===== src/rtl/ps2_pkg.sv =====
// Shared types and constants for the PS/2 frame receiver.
// Combinational helpers only; no state lives here.
package ps2_pkg;

    typedef enum logic [1:0] {
        ST_IDLE,
        ST_DATA,
        ST_PARITY,
        ST_STOP
    } ps2_state_e;

    localparam logic [7:0] PS2_PFX_EXT = 8'hE0;
    localparam logic [7:0] PS2_PFX_BRK = 8'hF0;

    // Odd parity across data plus parity bit means the frame is intact.
    function automatic logic ps2_parity_ok(input logic [7:0] data, input logic par);
        return ^{data, par};
    endfunction

endpackage


===== src/rtl/ps2_line_filter.sv =====
// Two-flop synchroniser plus run-length debounce for one raw PS/2 pin.
// Level flips after FILTER_LEN consecutive samples disagree with it; resets high.
module ps2_line_filter #(
    parameter int FILTER_LEN = 8
) (
    input  logic clk,
    input  logic reset,
    input  logic pin_i,
    output logic level_o
);

    logic       sync1_q;
    logic       sync2_q;
    logic       level_q;
    logic       level_d;
    logic [7:0] cnt_q;
    logic [7:0] cnt_d;

    always_comb begin
        level_d = level_q;
        cnt_d   = 8'd0;
        // Any sample matching the current level restarts the run.
        if (sync2_q != level_q) begin
            if (cnt_q == 8'(FILTER_LEN - 1)) begin
                level_d = ~level_q;
            end else begin
                cnt_d = cnt_q + 8'd1;
            end
        end
    end

    always_ff @(posedge clk or posedge reset) begin
        if (reset) begin
            sync1_q <= 1'b1;
            sync2_q <= 1'b1;
            level_q <= 1'b1;
            cnt_q   <= 8'd0;
        end else begin
            sync1_q <= pin_i;
            sync2_q <= sync1_q;
            level_q <= level_d;
            cnt_q   <= cnt_d;
        end
    end

    assign level_o = level_q;

endmodule


===== src/rtl/ps2_frame_rx.sv =====
// PS/2 device-to-host receiver: deserialises 11-bit frames, folds E0/F0 prefixes
// into flags and strobes one scancode per key event, or frame_err on a bad frame.
import ps2_pkg::*;

module ps2_frame_rx #(
    parameter int FILTER_LEN     = 8,
    parameter int TIMEOUT_CYCLES = 10000
) (
    input  logic       clk,
    input  logic       reset,
    input  logic       ps2clk,
    input  logic       ps2dat,
    output logic [7:0] code,
    output logic       code_ext,
    output logic       code_brk,
    output logic       code_valid,
    output logic       frame_err
);

    localparam int TO_W = $clog2(TIMEOUT_CYCLES + 1);

    logic            clk_f;
    logic            dat_f;
    logic            clk_f_prev_q;
    logic            fall;

    ps2_state_e      state_q;
    logic [2:0]      bit_cnt_q;
    logic [7:0]      shift_q;
    logic            par_q;
    logic            ext_pend_q;
    logic            brk_pend_q;
    logic [7:0]      code_q;
    logic            code_ext_q;
    logic            code_brk_q;
    logic            code_valid_q;
    logic            frame_err_q;

    logic [TO_W-1:0] to_cnt_q;
    logic [TO_W-1:0] to_cnt_d;
    logic            timeout_hit;

    ps2_line_filter #(.FILTER_LEN(FILTER_LEN)) u_clk_filt (
        .clk     (clk),
        .reset   (reset),
        .pin_i   (ps2clk),
        .level_o (clk_f)
    );

    ps2_line_filter #(.FILTER_LEN(FILTER_LEN)) u_dat_filt (
        .clk     (clk),
        .reset   (reset),
        .pin_i   (ps2dat),
        .level_o (dat_f)
    );

    assign fall = clk_f_prev_q & ~clk_f;

    // A falling edge in the same cycle always beats the abort.
    assign timeout_hit = (state_q != ST_IDLE) && !fall &&
                         (to_cnt_q == TO_W'(TIMEOUT_CYCLES));

    always_comb begin
        to_cnt_d = '0;
        if (!fall && !timeout_hit && state_q != ST_IDLE) begin
            to_cnt_d = to_cnt_q + TO_W'(1);
        end
    end

    always_ff @(posedge clk or posedge reset) begin
        if (reset) begin
            clk_f_prev_q <= 1'b1;
            to_cnt_q     <= '0;
        end else begin
            clk_f_prev_q <= clk_f;
            to_cnt_q     <= to_cnt_d;
        end
    end

    always_ff @(posedge clk or posedge reset) begin
        if (reset) begin
            state_q      <= ST_IDLE;
            bit_cnt_q    <= 3'd0;
            shift_q      <= 8'h00;
            par_q        <= 1'b0;
            ext_pend_q   <= 1'b0;
            brk_pend_q   <= 1'b0;
            code_q       <= 8'h00;
            code_ext_q   <= 1'b0;
            code_brk_q   <= 1'b0;
            code_valid_q <= 1'b0;
            frame_err_q  <= 1'b0;
        end else begin
            code_valid_q <= 1'b0;
            frame_err_q  <= 1'b0;
            if (timeout_hit) begin
                state_q     <= ST_IDLE;
                frame_err_q <= 1'b1;
                ext_pend_q  <= 1'b0;
                brk_pend_q  <= 1'b0;
            end else if (fall) begin
                case (state_q)
                    ST_IDLE: begin
                        // A high start bit is line noise, not a frame.
                        if (!dat_f) begin
                            state_q   <= ST_DATA;
                            bit_cnt_q <= 3'd0;
                        end
                    end
                    ST_DATA: begin
                        shift_q   <= {dat_f, shift_q[7:1]};
                        bit_cnt_q <= bit_cnt_q + 3'd1;
                        if (bit_cnt_q == 3'd7) begin
                            state_q <= ST_PARITY;
                        end
                    end
                    ST_PARITY: begin
                        par_q   <= dat_f;
                        state_q <= ST_STOP;
                    end
                    ST_STOP: begin
                        state_q <= ST_IDLE;
                        if (ps2_parity_ok(shift_q, par_q) && dat_f) begin
                            if (shift_q == PS2_PFX_EXT) begin
                                ext_pend_q <= 1'b1;
                            end else if (shift_q == PS2_PFX_BRK) begin
                                brk_pend_q <= 1'b1;
                            end else begin
                                code_q       <= shift_q;
                                code_ext_q   <= ext_pend_q;
                                code_brk_q   <= brk_pend_q;
                                code_valid_q <= 1'b1;
                                ext_pend_q   <= 1'b0;
                                brk_pend_q   <= 1'b0;
                            end
                        end else begin
                            frame_err_q <= 1'b1;
                            ext_pend_q  <= 1'b0;
                            brk_pend_q  <= 1'b0;
                        end
                    end
                    default: state_q <= ST_IDLE;
                endcase
            end
        end
    end

    assign code       = code_q;
    assign code_ext   = code_ext_q;
    assign code_brk   = code_brk_q;
    assign code_valid = code_valid_q;
    assign frame_err  = frame_err_q;

endmodule


===== config.mk =====
export PLATFORM = sky130hd
export DESIGN_NAME = ps2_frame_rx
export DESIGN_NICKNAME = d
export VERILOG_FILES = /design/src/rtl/ps2_pkg.sv /design/src/rtl/ps2_line_filter.sv /design/src/rtl/ps2_frame_rx.sv
export SDC_FILE = /design/constraint.sdc
export NUM_CORES = 1
export LEC_CHECK = 0
export BUFFER_PORTS_ARGS = -buffer_cell sky130_fd_sc_hd__buf_2
export CORE_UTILIZATION = 35
export DETAILED_ROUTE_END_ITERATION = 16
export PLACE_DENSITY = 0.54
export SETUP_SLACK_MARGIN = 0.1
export SLEW_MARGIN = 10
export SYNTH_ARGS = -nofsm -noshare
export SYNTH_HDL_FRONTEND = slang
export SYNTH_SLANG_ARGS = --single-unit

===== constraint.sdc =====
create_clock -name clk -period 4.02 [get_ports clk]
set_clock_uncertainty 0.15 [all_clocks]
set_input_delay 0.603 -clock clk [delete_from_list [all_inputs] [get_ports clk]]
set_output_delay 0.603 -clock clk [all_outputs]
set_load 0.01 [all_outputs]

==> results_dict.tcl <==
set metrics [dict create \
    clock_path_buffers 2 \
    fin_tns_setup_ns 0 \
    core_um2 8217 \
    worstHoldPathType "flip-flop to flip-flop" \
    postCtsSetupRepairBufs 0 \
    seq_area_frac_synth 0.5519 \
    area_growth_pct 14.91 \
    crit_chain "xnor2_1 > xnor3_1 > xnor2_2 > nand3b_2 > mux2_4" \
    vias 1791 \
    max_freq_mhz 428.4 \
    startpoint_type "flip-flop" \
    drcViolationCount 0 \
    grt_setup_unrepaired "false" \
    critPathKind "flip-flop to flip-flop" \
    clock_sinks 65 \
    port_buffers 15 \
    pwr_density_cell_nw_per_um2 553.2 \
    dpl_cell_area_um2 3151 \
    crit_path_end_kind "flip-flop" \
    syn_nets 270 \
    netlist_area_um2 2963 \
    antenna_found_initial 0 \
    grt_pass1_wl_mm 8.418 \
    ys_types 39 \
    maxSlewHeadroom 0.4476 \
    first_pass_iters 4 \
    syn_avg_cell_area_um2 11.57 \
    crit_path_max_fanout 11 \
    cts_made_buffers 9 \
    cts_tree "built" \
    cts_root_buffer "clkbuf_8" \
    slowest_delay_ns 0.45 \
    htree_levels 3 \
    cp_num_buf_inv 0 \
    synth_cells 256 \
    wl_per_cell_um 12.31 \
    fp.dieW_um 94.01 \
    grt_overflow 0 \
    vdd_drop_max_v 0.0001971 \
    finish.instance_area_um2 3405 \
    ios 16 \
    min_period_ns 2.334 \
    finalSetupViolCount 0 \
    slowest_stage "dfrtp_1" \
    cts_resized 0 \
    dp_hpwl_mm 3.191 \
    vias_per_cell 4.616 \
    maxCapViolations 0 \
    min_period_over_period 0.5807 \
    grt_usage 0.1270 \
    clk_latency_ns 0.35 \
    diodes 0 \
    ys_ff_latch 65 \
    status "completed" \
    slew_violations 0 \
    tightest_slew_ns 0.8274 \
    required_ns 4.09 \
    drive_above_1_share 0.2155 \
    dieArea_um2 8837 \
    hold_viol 0 \
    grt_pass1_vias 1832 \
    crit_family "XOR/XNOR gates" \
    ys_warn_count 0 \
    drt_wl_total_mm 4.776 \
    nets 292 \
    worstPathArrival_ns 2.41 \
    path_clk_slew_ns 0.08 \
    first_iter_violations 51 \
    postCtsHoldBufs 0 \
    leakage_nw 1.683 \
    grt_max_degree 41 \
    ant_nets 0 \
    num_rows 33 \
    initial_core_util 0.3606 \
    gp_congestion 0.7326 \
    die_h_um 94.01 \
]
==> Yosys cell counts <==
library cell | number | area (um2)
clkbuf_1 | 4 | 15.01
xnor2_2 | 1 | 16.27
or4_1 | 1 | 7.510
a22o_1 | 1 | 8.760
nor4bb_1 | 1 | 10.01
nor2_1 | 32 | 120.1
a21oi_1 | 5 | 25.02
or3_1 | 2 | 12.51
o21ai_0 | 7 | 35.03
a31oi_1 | 1 | 6.260
nand3b_2 | 1 | 11.26
dfstp_2 | 7 | 183.9
nor4b_1 | 1 | 8.760
a41o_1 | 1 | 10.01
a32o_1 | 1 | 10.01
nor2b_1 | 2 | 12.51
nor4_1 | 1 | 6.260
ha_1 | 10 | 125.1
xnor2_1 | 12 | 105.1
xor2_1 | 17 | 148.9
a21boi_0 | 1 | 7.510
nand4b_1 | 1 | 8.760
a32oi_1 | 1 | 8.760
nand2b_1 | 3 | 18.77
and4_1 | 2 | 17.52
and2_1 | 1 | 6.260
nand4_1 | 4 | 25.02
o21a_1 | 2 | 15.01
or2_2 | 1 | 6.260
nor3_1 | 2 | 10.01
nand3_1 | 12 | 60.06
xnor3_1 | 1 | 22.52
buf_6 | 1 | 11.26
mux2_2 | 11 | 123.9
inv_1 | 12 | 45.04
and3_1 | 10 | 62.56
dfrtp_1 | 58 | 1451
mux2_4 | 8 | 120.1
nand2_1 | 17 | 63.81
==> logic make-up (layout without fill, tap and decap cells) <==
kind of cell / count (synthesis) / in the layout / share of synthesized area
AOI/OAI and AO/OA: 20 / 20 / 0.04265
xor gates and xnor gates: 31 / 31 / 0.09882
adders and majority gates: 10 / 10 / 0.04223
buffers and inverters: 17 / 44 / 0.02407
DFF: 65 / 65 / 0.5519
muxes: 19 / 19 / 0.08235
and+or+nand+nor: 94 / 94 / 0.1579
==> stage by stage <==
step | cells | util | total power (W) | hold WS (ns) | setup slack [ns]
2_1_floorplan | 256 | - | 0.001121 | 0.1952 | 1.652
3_3_place_gp | 372 | 0.3834 | 0.001198 | 0.1980 | 1.720
3_5_place_dp | 372 | 0.3834 | 0.001207 | 0.1972 | 1.693
4_1_cts | 388 | 0.4143 | 0.001914 | 0.1890 | 1.661
5_1_grt | 388 | 0.4143 | 0.002010 | 0.1917 | 1.502
6_report | 388 | 0.4143 | 0.001883 | 0.2028 | 1.686
==> layer usage <==
metal	part of all wire	routed length, um	up-vias	GRT usage
li1	-	-	910	-
met1	0.51	2433	853	0.1699
met5	0	0	-	0
met2	0.44	2087	17	0.1807
met4	0.029	140	0	0.08462
met3	0.024	114	11	0.03155
==> report_power, final <==
group | switching [W] | internal [W] | leakage, nW
clock | 0.000248 | 0.000447 | 0.127
sequential | 0.0000832 | 0.000747 | 0.868
combinational | 0.000213 | 0.000144 | 0.688
==> layout by cell type, fill, tap and decap left out, drive strengths merged, types with 12 or more instances in the layout <==
cell    count
nand3      12
clkbuf     12
nand2      17
xnor2      13
dfrtp      58
inv        12
nor2       32
buf        16
xor2       17
mux2       19
==> registers in the layout, indices dropped and copies added, names as in the netlist, 2 cells and up <==
name and count:
u_clk_filt.cnt_q 8, code 8, u_dat_filt.cnt_q 8, shift_q 8, to_cnt_q 14, bit_cnt_q 3
state_q 2
==> path summary, 6_finish.rpt <==
check	slack (ns)	depth (start not counted)	endpoint	start
max in group asynchronous	2.57	3	u_dat_filt.level_o$_DFFE_PP1P_	reset
setup / recovery	1.69	5	code[0]$_DFFE_PP0P_	shift_q[4]$_DFFE_PP0P_
min in group asynchronous	0.27	2	to_cnt_q[1]$_DFF_PP0_	reset
hold reg to reg	0.20	0	u_clk_filt.sync2_q$_DFF_PP1_	u_clk_filt.sync1_q$_DFF_PP1_
hold / removal	0.20	0	u_clk_filt.sync2_q$_DFF_PP1_	u_clk_filt.sync1_q$_DFF_PP1_
setup reg to reg	1.69	5	code[0]$_DFFE_PP0P_	shift_q[4]$_DFFE_PP0P_
==> cell type report <==
class                   count  area [um2]
inverters                  12       45.04
flip-flops and latches     65        1635
multi-input cells         174        1256
well taps                 105       131.4
clock buffers              12       155.1
fillers                   778        4812
clock inverters             4       98.84
repair buffers             16       82.58
No activity file was read; power rests on OpenSTA's default activity.
